**src/rtl/hazard1_muldiv_pkg.sv**
```systemverilog
// Shared definitions for the hazard1 iterative multiply/divide unit:
// RV32M funct3 encodings and the sequencer state encoding.
package hazard1_muldiv_pkg;

    localparam logic [2:0] RV_FUNCT3_MUL    = 3'd0;
    localparam logic [2:0] RV_FUNCT3_MULH   = 3'd1;
    localparam logic [2:0] RV_FUNCT3_MULHSU = 3'd2;
    localparam logic [2:0] RV_FUNCT3_MULHU  = 3'd3;
    localparam logic [2:0] RV_FUNCT3_DIV    = 3'd4;
    localparam logic [2:0] RV_FUNCT3_DIVU   = 3'd5;
    localparam logic [2:0] RV_FUNCT3_REM    = 3'd6;
    localparam logic [2:0] RV_FUNCT3_REMU   = 3'd7;

    localparam logic [1:0] ST_IDLE = 2'd0;
    localparam logic [1:0] ST_RUN  = 2'd1;
    localparam logic [1:0] ST_DONE = 2'd2;

    typedef enum logic [1:0] {
        S_IDLE = ST_IDLE,
        S_RUN  = ST_RUN,
        S_DONE = ST_DONE
    } state_t;

endpackage

```
**src/rtl/hazard1_muldiv_step.sv**
```systemverilog
// One combinational radix-2 step: shift-add for multiply, or
// compare/subtract (restoring) for divide with acc = {remainder, quotient}.
module hazard1_muldiv_step #(
    parameter int W_DATA = 32
) (
    input  logic                  is_div,
    input  logic [2*W_DATA-1:0]   acc_cur,
    input  logic [2*W_DATA-1:0]   mcand_cur,
    input  logic [W_DATA-1:0]     mplier_cur,
    output logic [2*W_DATA-1:0]   acc_nxt,
    output logic [2*W_DATA-1:0]   mcand_nxt,
    output logic [W_DATA-1:0]     mplier_nxt
);

    logic [W_DATA:0] rem_sh;
    logic [W_DATA:0] rem_sub;
    logic            ge;

    always_comb begin
        // Divisor lives in the low half of the multiplicand register.
        rem_sh  = {acc_cur[2*W_DATA-1:W_DATA], acc_cur[W_DATA-1]};
        ge      = rem_sh >= {1'b0, mcand_cur[W_DATA-1:0]};
        rem_sub = rem_sh - {1'b0, mcand_cur[W_DATA-1:0]};
        if (is_div) begin
            acc_nxt    = {(ge ? rem_sub[W_DATA-1:0] : rem_sh[W_DATA-1:0]),
                          acc_cur[W_DATA-2:0], ge};
            mcand_nxt  = mcand_cur;
            mplier_nxt = mplier_cur;
        end else begin
            acc_nxt    = mplier_cur[0] ? (acc_cur + mcand_cur) : acc_cur;
            mcand_nxt  = mcand_cur << 1;
            mplier_nxt = mplier_cur >> 1;
        end
    end

endmodule

```
**src/rtl/hazard1_muldiv_seq.sv**
```systemverilog
// Iterative RV32M multiply/divide unit, UNROLL radix-2 steps per cycle.
// Optional HAZARD1_MULDIV_EARLY_TERM_EN: finish multiplies once the multiplier is exhausted.
module hazard1_muldiv_seq
    import hazard1_muldiv_pkg::*;
#(
    parameter int W_DATA = 32,
    parameter int UNROLL = 1
) (
    input  logic              clk,
    input  logic              rst,
    input  logic              op_vld,
    output logic              op_rdy,
    input  logic [2:0]        op,
    input  logic [W_DATA-1:0] op_a,
    input  logic [W_DATA-1:0] op_b,
    input  logic              op_kill,
    output logic              result_vld,
    input  logic              result_rdy,
    output logic [W_DATA-1:0] result
);

    localparam int N     = W_DATA / UNROLL;
    localparam int CNT_W = $clog2(N) + 1;

    state_t                state_reg, state_next;
    logic [2:0]            op_reg;
    logic [2*W_DATA-1:0]   acc_reg, mcand_reg;
    logic [W_DATA-1:0]     mplier_reg;
    logic                  neg_reg;
    logic [CNT_W-1:0]      cnt_reg;
    logic [W_DATA-1:0]     result_reg;

    logic [2*W_DATA-1:0]   acc_chain    [UNROLL+1];
    logic [2*W_DATA-1:0]   mcand_chain  [UNROLL+1];
    logic [W_DATA-1:0]     mplier_chain [UNROLL+1];

    logic                  accept, done_now;
    logic                  a_signed, b_signed, sa, sb, neg_load;
    logic [W_DATA-1:0]     a_mag, b_mag;
    logic [2*W_DATA-1:0]   full, prod;
    logic [W_DATA-1:0]     quot, rem, res_final;

    assign op_rdy     = !op_kill && ((state_reg == S_IDLE) ||
                                     ((state_reg == S_DONE) && result_rdy));
    assign accept     = op_vld && op_rdy;
    assign result_vld = (state_reg == S_DONE);
    assign result     = result_reg;

    assign acc_chain[0]    = acc_reg;
    assign mcand_chain[0]  = mcand_reg;
    assign mplier_chain[0] = mplier_reg;

    generate
        for (genvar gi = 0; gi < UNROLL; gi++) begin : g_step
            hazard1_muldiv_step #(.W_DATA(W_DATA)) u_step (
                .is_div     (op_reg[2]),
                .acc_cur    (acc_chain[gi]),
                .mcand_cur  (mcand_chain[gi]),
                .mplier_cur (mplier_chain[gi]),
                .acc_nxt    (acc_chain[gi+1]),
                .mcand_nxt  (mcand_chain[gi+1]),
                .mplier_nxt (mplier_chain[gi+1])
            );
        end
    endgenerate

    // Operand magnitudes and the single result-negation flag for this op.
    always_comb begin
        a_signed = !((op == RV_FUNCT3_MULHU) || (op == RV_FUNCT3_DIVU) ||
                     (op == RV_FUNCT3_REMU));
        b_signed = (op == RV_FUNCT3_MUL) || (op == RV_FUNCT3_MULH) ||
                   (op == RV_FUNCT3_DIV) || (op == RV_FUNCT3_REM);
        sa       = a_signed && op_a[W_DATA-1];
        sb       = b_signed && op_b[W_DATA-1];
        a_mag    = sa ? -op_a : op_a;
        b_mag    = sb ? -op_b : op_b;
        if (!op[2])
            neg_load = sa ^ sb;
        else if (!op[1])
            neg_load = (sa ^ sb) && (op_b != '0);
        else
            neg_load = sa;
    end

    always_comb begin
        full = acc_chain[UNROLL];
        prod = neg_reg ? -full : full;
        quot = neg_reg ? -full[W_DATA-1:0] : full[W_DATA-1:0];
        rem  = neg_reg ? -full[2*W_DATA-1:W_DATA] : full[2*W_DATA-1:W_DATA];
        case (op_reg)
            RV_FUNCT3_MUL:                   res_final = prod[W_DATA-1:0];
            RV_FUNCT3_DIV, RV_FUNCT3_DIVU:   res_final = quot;
            RV_FUNCT3_REM, RV_FUNCT3_REMU:   res_final = rem;
            default:                         res_final = prod[2*W_DATA-1:W_DATA];
        endcase
    end

    always_comb begin
        done_now = (cnt_reg == '0);
`ifdef HAZARD1_MULDIV_EARLY_TERM_EN
        if (!op_reg[2] && (mplier_chain[UNROLL] == '0))
            done_now = 1'b1;
`endif
    end

    // Kill overrides everything, including a back-to-back accept.
    always_comb begin
        state_next = state_reg;
        if (op_kill) begin
            state_next = S_IDLE;
        end else begin
            case (state_reg)
                S_IDLE:  if (op_vld) state_next = S_RUN;
                S_RUN:   if (done_now) state_next = S_DONE;
                S_DONE:  if (result_rdy) state_next = op_vld ? S_RUN : S_IDLE;
                default: state_next = S_IDLE;
            endcase
        end
    end

    always_ff @(posedge clk or posedge rst) begin
        if (rst) begin
            state_reg  <= S_IDLE;
            op_reg     <= '0;
            acc_reg    <= '0;
            mcand_reg  <= '0;
            mplier_reg <= '0;
            neg_reg    <= 1'b0;
            cnt_reg    <= '0;
            result_reg <= '0;
        end else begin
            state_reg <= state_next;
            if (accept) begin
                op_reg  <= op;
                neg_reg <= neg_load;
                cnt_reg <= CNT_W'(N - 1);
                if (op[2]) begin
                    acc_reg    <= {{W_DATA{1'b0}}, a_mag};
                    mcand_reg  <= {{W_DATA{1'b0}}, b_mag};
                    mplier_reg <= '0;
                end else begin
                    acc_reg    <= '0;
                    mcand_reg  <= {{W_DATA{1'b0}}, a_mag};
                    mplier_reg <= b_mag;
                end
            end else if (state_reg == S_RUN) begin
                acc_reg    <= acc_chain[UNROLL];
                mcand_reg  <= mcand_chain[UNROLL];
                mplier_reg <= mplier_chain[UNROLL];
                cnt_reg    <= cnt_reg - CNT_W'(1);
            end
            if ((state_reg == S_RUN) && (state_next == S_DONE))
                result_reg <= res_final;
        end
    end

endmodule

```
**config.mk**
```make
export PLATFORM = sky130hd
export DESIGN_NAME = hazard1_muldiv_seq
export DESIGN_NICKNAME = d
export VERILOG_FILES = /design/src/rtl/hazard1_muldiv_pkg.sv /design/src/rtl/hazard1_muldiv_step.sv /design/src/rtl/hazard1_muldiv_seq.sv
export SDC_FILE = /design/constraint.sdc
export NUM_CORES = 1
export LEC_CHECK = 0
export CAP_MARGIN = 20
export CORE_MARGIN = 2
export CORE_UTILIZATION = 45
export DETAILED_ROUTE_END_ITERATION = 8
export PLACE_DENSITY = 0.71
export SETUP_SLACK_MARGIN = 0.1
export SYNTH_ARGS = -nofsm -noshare
export SYNTH_HDL_FRONTEND = slang
export SYNTH_SLANG_ARGS = --single-unit
```
**constraint.sdc**
```tcl
create_clock -name clk -period 21.5 [get_ports clk]
set_input_delay 4.3 -clock clk [delete_from_list [all_inputs] [get_ports clk]]
set_output_delay 4.3 -clock clk [all_outputs]
set_load 0.02 [all_outputs]
```
After elaboration in Yosys (flattened, before gate mapping):

Cells that the tools add are included.

* flip-flop bits (word level): 204
* output and inout bits: 34

* add/subtract/negate cells: 8
* $lt $le $gt $ge: 1
* equal/unequal tests: 14
* multiplexer cells: 30
* bitwise gates (word level): 1
* reductions and logical operators: 24

Operator list (number)
* 2-to-1 mux 64 bit: 8
* 2-to-1 mux 32 bit: 11
* negator 32 bit: 4
* case mux 32 bit (3 select lines): 1
* adder 64 bit: 1
* negator 64 bit: 1
* >= comparator 33 x 32 -> 1 bit: 1
* nonzero test 32 bit: 1
* subtractor 32 bit: 1
* equality test 3 bit, second input constant: 8
* 2-to-1 mux 6 bit: 2
* 2-to-1 mux 2 bit: 4
* logical AND 1 bit: 7
* logical NOT 3 bit: 2
* logical NOT 6 bit: 1
* logical OR 1 bit: 6
* case mux 2 bit (3 select lines): 1
* subtractor 6 x 1 -> 6 bit, second input constant: 1
* equality test 2 bit, second input constant: 2
* OR reduction 2 bit: 2
* equality test 3 x 1 -> 1 bit, second input constant: 1
* equality test 3 x 2 -> 1 bit, second input constant: 1
* 2-to-1 mux 1 bit: 3
* equality test 2 x 1 -> 1 bit, second input constant: 1
* 6 further kinds: 7

Logic depth before layout (Yosys ltp):

* word-level depth: 9
* gate-level depth with buffers: 21
* depth with buffers taken out: 18

Cells and area by module:

From an unflattened synthesis, not the netlist that was laid out.

* cell total of the unflattened synthesis: 2755
* area total of the unflattened synthesis: 21111.5 um^2

By module, submodules not included
* hazard1_muldiv_seq: times used 1, cells each 1541, area an instance 12943.7 um^2
* hazard1_muldiv_step: times used 1, cells each 1214, area an instance 8167.8 um^2

Worst setup path after synthesis:

OpenSTA, ideal clock, no wires.

* kind: input port to output port
* from: input port result_rdy
* to: output port op_rdy
* arrival: 5.003 ns
* path slack: 12.197 ns
* stages: 2
* path buffers: 0
* cell sequence: inv_1 -> a211oi_1

* word-level cells in the longest chain between the ends: 3

RTL lines
* start, declared: line hazard1_muldiv_seq.sv:18 `input logic result_rdy,`
* logical AND 1 bit: line hazard1_muldiv_seq.sv:44 `((state_reg == S_DONE) && result_rdy));`
* logical OR 1 bit: line hazard1_muldiv_seq.sv:43 `assign op_rdy = !op_kill && ((state_reg == S_IDLE) ||`
* logical AND 1 bit: line hazard1_muldiv_seq.sv:43
* end, declared: line hazard1_muldiv_seq.sv:12 `output logic op_rdy,`

No other way between the ends.

Final worst setup path:

* from: input port op_kill
* to: output port op_rdy

* word-level cells in the longest chain between the ends: 2

RTL lines
* start, declared: line hazard1_muldiv_seq.sv:16 `input logic op_kill,`
* logical NOT 1 bit: line hazard1_muldiv_seq.sv:43
* logical AND 1 bit: line hazard1_muldiv_seq.sv:43

No other way between the ends.

==> qor.txt <==
# resized after CTS - 0
Setup Skew - 0.01697 ns
Period utilisation layout - 48.20%
Sw power - 2.012 mW
Initial Util - 45.63%
Total grt overflow - 0
Postcts setup bufs - 0
Total Routed Length - 100200 microns
Sw Ratio - 56.67%
Part of the power in registers - 18.3%
Clk_lat worst skew - 0.58 ns
Fmax - 0.09650 GHz
Port Buffer Count - 105
Pleak - 9.816 nW
TNS Setup - 0 ns
Antenna violations before repair - 2
Syn_nets - 3029
Number of synthesized flops with an enable pin - 0
Nets - 3025
Final-report setup violation count - 0
Hold Path Cell Cnt - 2
Pwr Total - 3.551 mW
Final hold slack - 0.4759 ns
Pre-CTS setup slack - 11.16 ns
Clk root buf - clkbuf_16
Comb pwr share - 67.8%
Post-layout util - 50.92%
Num rows - 79
CP Capture Type - primary output
Synthesized cell area - 21240 sq um
Drt pass-1 iters - 6
Internal - 1.538 mW
Top cell type's share of synthesized area - 24.03%
Clock buffer count from CTS - 27
Final Hold Viols - 0
Iter 0 DRT Violations - 2904
IO Pins - 106
Largest cells by area after synthesis - dfrtp_1 (24%), nand2_1 (7.6%), ha_1 (5.9%)
Critical path class - input pin to primary output
H-tree Lvls - 1
Period minus WS final - 10.36 ns
Distinct cells, synth - 109
Die area - 48960 sq um
Hold_buf cts - 0
R2R cell count - 16
Worst reg2reg setup slack - 14.60 ns
Async SR Flop Fraction - 100.0%
VDD IR max - 0.1118 mV
Seq/Total Area, Yosys - 24.03%
Hold crit path type - register to register
Critical Path RT - 17.20 ns
Clk slew on worst S/H paths - 0.06 ns
Clock power frac - 14.0%
Vias post-DR - 23950
Synthesized instance count - 2854
Drt wl/cell - 28.81 microns
Synth area leader - dfrtp_1
WHS Endpoint - result[7]$_DFFE_PP0P_
Max clock buf depth - 3
CTS tree - yes
Ys flop type - dfrtp_1
Layout cells sized above 1 - 6.339%
Number of global-route vias before repair - 22670
Die height - 221.3 microns
Clock sink count - 204
Gpl congestion - 1.032
Total track usage - 39.94%
Most frequent cells in the layout - nand2_1 (427), a21oi_1 (234), nor2_1 (204)
Startpoint types - input pin
Flops & latches, synth - 204
Arrival @ worst endpoint - 6.06 ns
Synth warnings - 0
DP Wirelength - 78060 microns
Most common cell after layout, fill and taps aside - nand2_1
Core footprint - 46560 sq um
Slew headroom - 8.321%
Antenna viol nets, final - 0
Slew @ Worst Pin - 1.375 ns
Pin count of the biggest net entering global routing - 98
RSZ-0062 raised after global routing - false
Layout area overhead - 11.59%
CP max FO - 5
R2R Path End - result[26]$_DFFE_PP0P_
Final Max Slew Viols - 0
DRC errors left - 0
PwrDens - 149.8 nW/um^2
Hold Path Origin - result[7]$_DFFE_PP0P_
Global-route wire length before repair - 149400 microns
Final WS setup - 11.14 ns
Max_cap viols - 0
Outcome - complete, no violations
Vias/cell - 6.883
Worst r2r src - mcand_reg[17]$_DFFE_PP0P_
Mapped Avg Cell Area - 7.443 sq um
Die Wd - 221.3 microns
## synthesized netlist by cell type, drive strengths merged (11+ instances only)
| cell type | instances |
|---|---|
| nand2 | 433 |
| a21oi | 240 |
| o21ai | 215 |
| nor2 | 209 |
| dfrtp | 204 |
| clkbuf | 135 |
| nand3 | 116 |
| ha | 101 |
| mux2i | 82 |
| xor2 | 78 |
| nor3 | 70 |
| xnor2 | 70 |
| a31oi | 66 |
| inv | 62 |
| nand4 | 56 |
| buf | 50 |
| o31ai | 47 |
| o21a | 44 |
| a21o | 38 |
| o22ai | 38 |
| and3 | 37 |
| a211oi | 34 |
| or3 | 33 |
| o211ai | 29 |
| nor4 | 26 |
| o221ai | 23 |
| and2 | 22 |
| a22oi | 18 |
| o41ai | 15 |
| a221o | 14 |
| a221oi | 14 |
| and4 | 14 |
| nand2b | 14 |
| mux2 | 12 |
| or2 | 11 |
## area by class of cell
type	count	area (sq um)
clock buffers	34	752.0
well taps	607	759.5
flip-flops and latches	204	5109
fillers	4589	22850
clock inverters	16	211.5
diodes	1	2.502
inverters	63	244.0
repair buffers	152	1409
multi-input cells	2402	15220
## critical path, stage by stage
cell             delay (ns)
clkdlybuf4s50_1        0.51
a211oi_1               0.54
clkdlybuf4s50_1        0.71
## how the worst max path moves through the flow
| stage | from | end | slack [ns] |
|---|---|---|---|
| 4_1_cts | result_rdy | op_rdy | 11.14 |
| 2_1_floorplan | rst | acc_reg[0]$_DFFE_PP0P_ | 11.63 |
| 3_5_place_dp | result_rdy | op_rdy | 11.16 |
| 6_report | op_kill | op_rdy | 11.14 |
| 3_3_place_gp | result_rdy | op_rdy | 11.18 |
| 5_1_grt | result_rdy | op_rdy | 11.04 |
## through the flow
stage / instances / cell area [sq um]
global route: 3478 / 23700
CTS: 3476 / 23670
floorplan: 2854 / 21240
global placement: 3425 / 22710
detailed placement: 3426 / 22710
finish: 3479 / 23700
## power by group through the flow
| stage | registers [mW] | clock network, mW | logic [mW] |
|---|---|---|---|
| after floorplan | 0.568 | 0 | 1.54 |
| after global placement | 0.644 | 0 | 2.30 |
| after detailed placement | 0.648 | 0 | 2.31 |
| after CTS | 0.641 | 0.499 | 2.32 |
| after global routing | 0.656 | 0.515 | 2.55 |
| final | 0.648 | 0.497 | 2.41 |
## cell families (layout without fill, tap and decap cells)
kind of cell	after synthesis	count (layout)	synth area share [%]
and+or+nand+nor	1089	1089	24.33
other	0	1	0
muxes	94	94	4.500
AOI/OAI and AO/OA	968	968	30.29
adders and majority gates	103	103	6.137
xor gates and xnor gates	148	148	6.102
buffers and inverters	248	265	4.612
DFF	204	204	24.03
## layer usage
| layer | wire [microns] | track usage (%) | up-vias |
|---|---|---|---|
| li1 | - | - | 10700 |
| met1 | 40640 | 51.82 | 11670 |
| met2 | 44710 | 63.50 | 1279 |
| met3 | 8230 | 6.307 | 289 |
| met4 | 6617 | 22.13 | 2 |
| met5 | 13 | 0 | - |
No activity file was read; power rests on OpenSTA's default activity.
